File: src/rtl/riscvooo_muldiv_arbiter_pkg.sv
// riscvooo_muldiv_arbiter_pkg: MulDiv request/response widths, fn codes and fn-field position
package riscvooo_muldiv_arbiter_pkg;
  localparam int REQ_W  = 67;
  localparam int RESP_W = 64;
  localparam int FN_MSB = 66;
  localparam int FN_LSB = 64;
  localparam logic [2:0] FN_MUL  = 3'd0;
  localparam logic [2:0] FN_DIV  = 3'd1;
  localparam logic [2:0] FN_DIVU = 3'd2;
  localparam logic [2:0] FN_REM  = 3'd3;
  localparam logic [2:0] FN_REMU = 3'd4;
  typedef enum logic {ID_REQ0 = 1'b0, ID_REQ1 = 1'b1} req_id_e;
endpackage

File: src/rtl/riscvooo_muldiv_tag_fifo.sv
// riscvooo_muldiv_tag_fifo: 1-bit requester-ID FIFO, wrap-bit pointers
// Ports: push_i/id_i write an ID, pop_i drops the head; full_o, empty_o,
// head_o (oldest ID) and count_o (entries held) describe the contents.
module riscvooo_muldiv_tag_fifo #(
  parameter int DEPTH = 8,
  parameter int CNT_W = 4
) (
  input  logic             clk,
  input  logic             reset,
  input  logic             push_i,
  input  logic             id_i,
  input  logic             pop_i,
  output logic             full_o,
  output logic             empty_o,
  output logic             head_o,
  output logic [CNT_W-1:0] count_o
);
  localparam int AW = CNT_W - 1;
  logic [DEPTH-1:0] mem_q, mem_d;
  logic [CNT_W-1:0] wr_q, wr_d, rd_q, rd_d;
  always_comb begin
    count_o = wr_q - rd_q;
    empty_o = wr_q == rd_q;
    full_o  = count_o == CNT_W'(DEPTH);
    head_o  = mem_q[rd_q[AW-1:0]];
    wr_d    = wr_q + CNT_W'(push_i);
    rd_d    = rd_q + CNT_W'(pop_i);
    mem_d   = mem_q;
    if (push_i) mem_d[wr_q[AW-1:0]] = id_i;
  end
  always_ff @(posedge clk) begin
    wr_q  <= reset ? '0 : wr_d;
    rd_q  <= reset ? '0 : rd_d;
    mem_q <= mem_d;
  end
endmodule

File: src/rtl/riscvooo_muldiv_arbiter.sv
// riscvooo_muldiv_arbiter: round-robin share of one in-order MulDiv unit between two requesters
// Ports: reqN_* request handshakes in, respN_* response handshakes out,
// muldivreq_*/muldivresp_* to/from the unit, outstanding = ops in flight.
module riscvooo_muldiv_arbiter
  import riscvooo_muldiv_arbiter_pkg::*;
#(
  parameter int TAG_DEPTH = 8,
  parameter int CNT_W     = 4
) (
  input  logic              clk,
  input  logic              reset,
  input  logic [REQ_W-1:0]  req0_msg,
  input  logic              req0_val,
  output logic              req0_rdy,
  input  logic [REQ_W-1:0]  req1_msg,
  input  logic              req1_val,
  output logic              req1_rdy,
  output logic [RESP_W-1:0] resp0_msg,
  output logic              resp0_val,
  input  logic              resp0_rdy,
  output logic [RESP_W-1:0] resp1_msg,
  output logic              resp1_val,
  input  logic              resp1_rdy,
  output logic [REQ_W-1:0]  muldivreq_msg,
  output logic              muldivreq_val,
  input  logic              muldivreq_rdy,
  input  logic [RESP_W-1:0] muldivresp_msg,
  input  logic              muldivresp_val,
  output logic              muldivresp_rdy,
  output logic [CNT_W-1:0]  outstanding
);
  logic ptr_q, ptr_d, full, empty, head, grant1, any_val, base_rdy, fire, pop;
  riscvooo_muldiv_tag_fifo #(.DEPTH(TAG_DEPTH), .CNT_W(CNT_W)) u_tags (
    .clk     (clk),
    .reset   (reset),
    .push_i  (fire),
    .id_i    (grant1),
    .pop_i   (pop),
    .full_o  (full),
    .empty_o (empty),
    .head_o  (head),
    .count_o (outstanding)
  );
  // Each rdy only looks at the other requester's val, so rdy never depends on its own val.
  always_comb begin
    any_val        = req0_val | req1_val;
    grant1         = (req0_val ^ req1_val) ? req1_val : ptr_q;
    base_rdy       = !reset & muldivreq_rdy & !full;
    req0_rdy       = base_rdy & !(ptr_q & req1_val);
    req1_rdy       = base_rdy & (ptr_q | !req0_val);
    muldivreq_val  = !reset & any_val & !full;
    muldivreq_msg  = !any_val ? '0 : grant1 ? req1_msg : req0_msg;
    fire           = muldivreq_val & muldivreq_rdy;
    ptr_d          = fire ? !grant1 : ptr_q;
    resp0_val      = !reset & muldivresp_val & !empty & !head;
    resp1_val      = !reset & muldivresp_val & !empty & head;
    muldivresp_rdy = !reset & !empty & (head ? resp1_rdy : resp0_rdy);
    pop            = muldivresp_val & muldivresp_rdy;
    resp0_msg      = muldivresp_msg;
    resp1_msg      = muldivresp_msg;
  end
  always_ff @(posedge clk) begin
    ptr_q <= reset ? 1'b0 : ptr_d;
    assert (reset || !(muldivresp_val && empty))
      else $error("muldiv_arbiter: muldivresp_val with no tag in flight");
  end
endmodule

File: config.mk
export PLATFORM = sky130hd
export DESIGN_NAME = riscvooo_muldiv_arbiter
export DESIGN_NICKNAME = d
export VERILOG_FILES = /design/src/rtl/riscvooo_muldiv_arbiter_pkg.sv /design/src/rtl/riscvooo_muldiv_tag_fifo.sv /design/src/rtl/riscvooo_muldiv_arbiter.sv
export SDC_FILE = /design/constraint.sdc
export NUM_CORES = 1
export LEC_CHECK = 0
export ABC_AREA = 1
export CAP_MARGIN = 20
export CORE_AREA = 2 2 160 162
export CTS_BUF_LIST = sky130_fd_sc_hd__clkbuf_4 sky130_fd_sc_hd__clkbuf_8 sky130_fd_sc_hd__clkbuf_16
export DETAILED_ROUTE_END_ITERATION = 10
export DIE_AREA = 0 0 162 164
export SETUP_SLACK_MARGIN = 0.15
export SLEW_MARGIN = 20
export SYNTH_ARGS = -nofsm -noshare
export SYNTH_HDL_FRONTEND = slang
export SYNTH_SLANG_ARGS = --single-unit
File: constraint.sdc
create_clock -name clk -period 2.44 [get_ports clk]
set_input_delay 0.366 -clock clk [delete_from_list [all_inputs] [get_ports clk]]
set_output_delay 0.366 -clock clk [all_outputs]
set_load 0.02 [all_outputs]
==> results by group, run 1 <==
STA
  – Max Slew Vio Count: 0
  – RSZ-0062 raised after global routing: yes
  – Final Hold Viols: 0
  – Worst-Margin Slew: 0.301 ns
  – Final WS setup: -0.0403 ns
  – Slew HR: 0.799
  – Final min period: between 2 and 2.5 ns
  – Worst Clk Skew: around 0.0034 ns
  – Tcrit/Tclk final: 1.02
  – Max Clk Rate: between 0.4 and 0.5 GHz
  – Final setup fails: 4
  – Post-route setup TNS: -0.106 ns

Synth
  – Asr flop ratio synth: 0
  – Mapped Avg Cell Area: approximately 6.1 µm²
  – Top cell type by total area after synthesis: buf_4
  – Post-Synthesis Cells: 481
  – #FFs+latches synth: 17
  – Mapped Area: roughly 0.0029 mm²
  – Most instantiated cells after synthesis: nor2_1 (154), buf_4 (128), o21ai_0 (69)
  – Seq/Total Area, Yosys: 0.143
  – Cell variety after synth: 27
  – Most common cell in the netlist: nor2_1
  – Post-synth top flop: dfxtp_1
  – Yosys top cell area share: 0.327
  – Post-synthesis net count: 696
  – Synth area leaders: buf_4 (33%), nor2_1 (20%), o21ai_0 (12%)
  – Yosys warnings: 0
  – Number of enable flip-flop cells after synthesis: 8

Drt
  – WL/cell: 14.8 µm
  – Initial drt markers: 114
  – Drt drc: 0
  – Drt total wl: 13,800 µm
  – Initial DRT Pass Iterations: 4
  – Via count: 3,318
  – Antenna Nets Post-Route: 0
  – Vias per std cell: 3.56

Placement
  – Port bufs: 218
  – Placer Congestion: 0.787
  – Dpl hpwl: around 10,000 µm
  – Area after DPL: 0.00484 mm²

GRT
  – GR peak layer: met2
  – Global routing usage on met1: 0.114
  – Initial antenna violation count: 1
  – Global-route wire length before repair: 19,300 µm
  – Pin count of the biggest net entering global routing: 35
  – M3 GR Usage: 0.0482
  – Number of global-route vias before repair: ~3,300
  – Met2 Use GR: 0.150
  – All-Layer GR Usage: 0.0964
  – Total gr overflow: 0

Worst setup path
  – WS Path Type: register to output port
  – Worst setup EP type: output port
  – Crit-path max FO: 2
  – Crit start category: register
  – Required @ worst endpoint: 2.07 ns
  – Arr. time, crit path: 2.11 ns

Final layout
  – Ant diodes: 0
  – Finished Cell Area: 0.00506 mm²
  – Layout area overhead: 72.2%
  – Fin nets: 817
  – Layout cells sized above 1: 0.270
  – Fin util: 0.204

Clocking
  – Clk Tree Root Cell: clkbuf_16
  – CTS tree: done
  – CTS sink count: 17
  – CTS Buf Count: 3
  – Hold buffer count at CTS: 0
  – CTS Buffer Depth: 2
  – Worst-path clk slew: 0.06 ns
  – Clock Latency Late Sink: ~0.25 ns
  – Max H-tree Level: 1

Floorplanning
  – DIE HEIGHT: 164 µm
  – Core region area: 0.0248 mm²
  – Initial Util: 0.118
  – Ports: just over 400
  – Width of the die: 162 µm
  – Rows: between 50 and 60
  – DIE AREA: 0.0266 mm²

Pwr
  – Power per Cell Area: 384 mW/mm²
  – Pleak: ~0.0021 µW
  – Peak VDD IR: 0.315 mV

Run status
  – Status: complete, but fails checks
  – Failing checks: setup timing

Job
  – Max Cap Viol: 0

Min path
  – Path type of the worst min-delay path: register to register
-- flip-flops by register name, indices dropped and copies added (netlist names) --
name	count
u_tags.rd_q	4
ptr_q	1
u_tags.mem_q	8
u_tags.wr_q	4
-- stage by stage --
stage | worst slack, ns | cells | total power, µW | hold WS, ns
5_1_grt | -0.132 | 931 | 2060 | 0.529
2_1_floorplan | 0.108 | 481 | 1160 | 0.458
3_3_place_gp | -0.638 | 914 | 1560 | 0.476
4_1_cts | -0.0939 | 930 | 1950 | 0.486
6_report | -0.0403 | 931 | 1940 | 0.483
3_5_place_dp | -0.622 | 914 | 1560 | 0.476
-- metal layers --
metal / vias to the layer above / share of wire
met5: - / 0
met4: 0 / 0.036
met3: 37 / 0.12
met2: 246 / 0.46
met1: 1402 / 0.38
li1: 1633 / -
-- critical path: stages, from the launching register on --
cell and delay (ns):
dfxtp_4 0.35, inv_4 0.06, ha_4 0.12, inv_2 0.04, fa_2 0.45, or2_0 0.20
nor2_1 0.11, nand3_2 0.14, buf_6 0.16, nand2_1 0.06, inv_1 0.05, buf_6 0.12
-- cells by family after synthesis --
group | share of synthesized area
DFF | 0.143
AOI/OAI and AO/OA | 0.141
buffers and inverters | 0.401
xor gates and xnor gates | 0.00596
and+or+nand+nor | 0.268
adders and majority gates | 0.0409
-- worst paths after layout --
check	from	slack, ns	cells past startpoint	endpoint
max	u_tags.wr_q[0]	-0.04	11	muldivreq_val
max reg2reg	u_tags.wr_q[0]	-0.03	15	u_tags.wr_q[2]
min	u_tags.rd_q[3]	0.48	2	u_tags.rd_q[3]
min reg2reg	u_tags.rd_q[3]	0.48	2	u_tags.rd_q[3]
-- layout by cell type, fill, tap and decap left out, drive strengths merged --
cell type,n
nor2,156
nand4,1
clkdlybuf4s50,140
clkinvlp,1
nand3,10
fa,1
a21oi,6
or2,1
clkdlybuf4s15,5
xnor2,2
buf,113
o21ai,76
edfxtp,8
ha,8
dlygate4sd2,5
inv,27
and2,1
nor3,8
clkbuf,4
nand2,17
bufbuf,2
dfxtp,9
-- where the power goes --
group / internal (µW) / switching (µW) / leakage (µW)
clock: 221 / 118 / 0.0000371
combinational: 621 / 669 / 0.00195
sequential: 308 / 5.39 / 0.000147
-- repair_timing --
item / in CTS / in global routing
setup endpoints to repair: 80 / 23
pin swaps: 6 / 4
resized for setup: 318 / 26
cloned: 5 / 0
buffers inserted: 7 / 1
-- final cells by class --
class,instances,area (µm²)
Tap cell,330,413
Timing Repair Buffer,266,2460
Sequential cell,17,425
Clock buffer,3,75.1
Clock inverter,1,7.51
Multi-Input combinational cell,287,1560
Inverter,27,116
Fill cell,2871,19800
Power figures use the tool's default switching activity.
==> run 2: changes to the inputs <==
--- a/config.mk
+++ b/config.mk
@@ -6,7 +6,6 @@
 export NUM_CORES = 1
 export LEC_CHECK = 0
 export ABC_AREA = 1
-export CAP_MARGIN = 20
 export CORE_AREA = 2 2 160 162
 export CTS_BUF_LIST = sky130_fd_sc_hd__clkbuf_4 sky130_fd_sc_hd__clkbuf_8 sky130_fd_sc_hd__clkbuf_16
 export DETAILED_ROUTE_END_ITERATION = 10
==> results of run 2 <==
Final layout, timing and power as in run 1 (identical DEF).
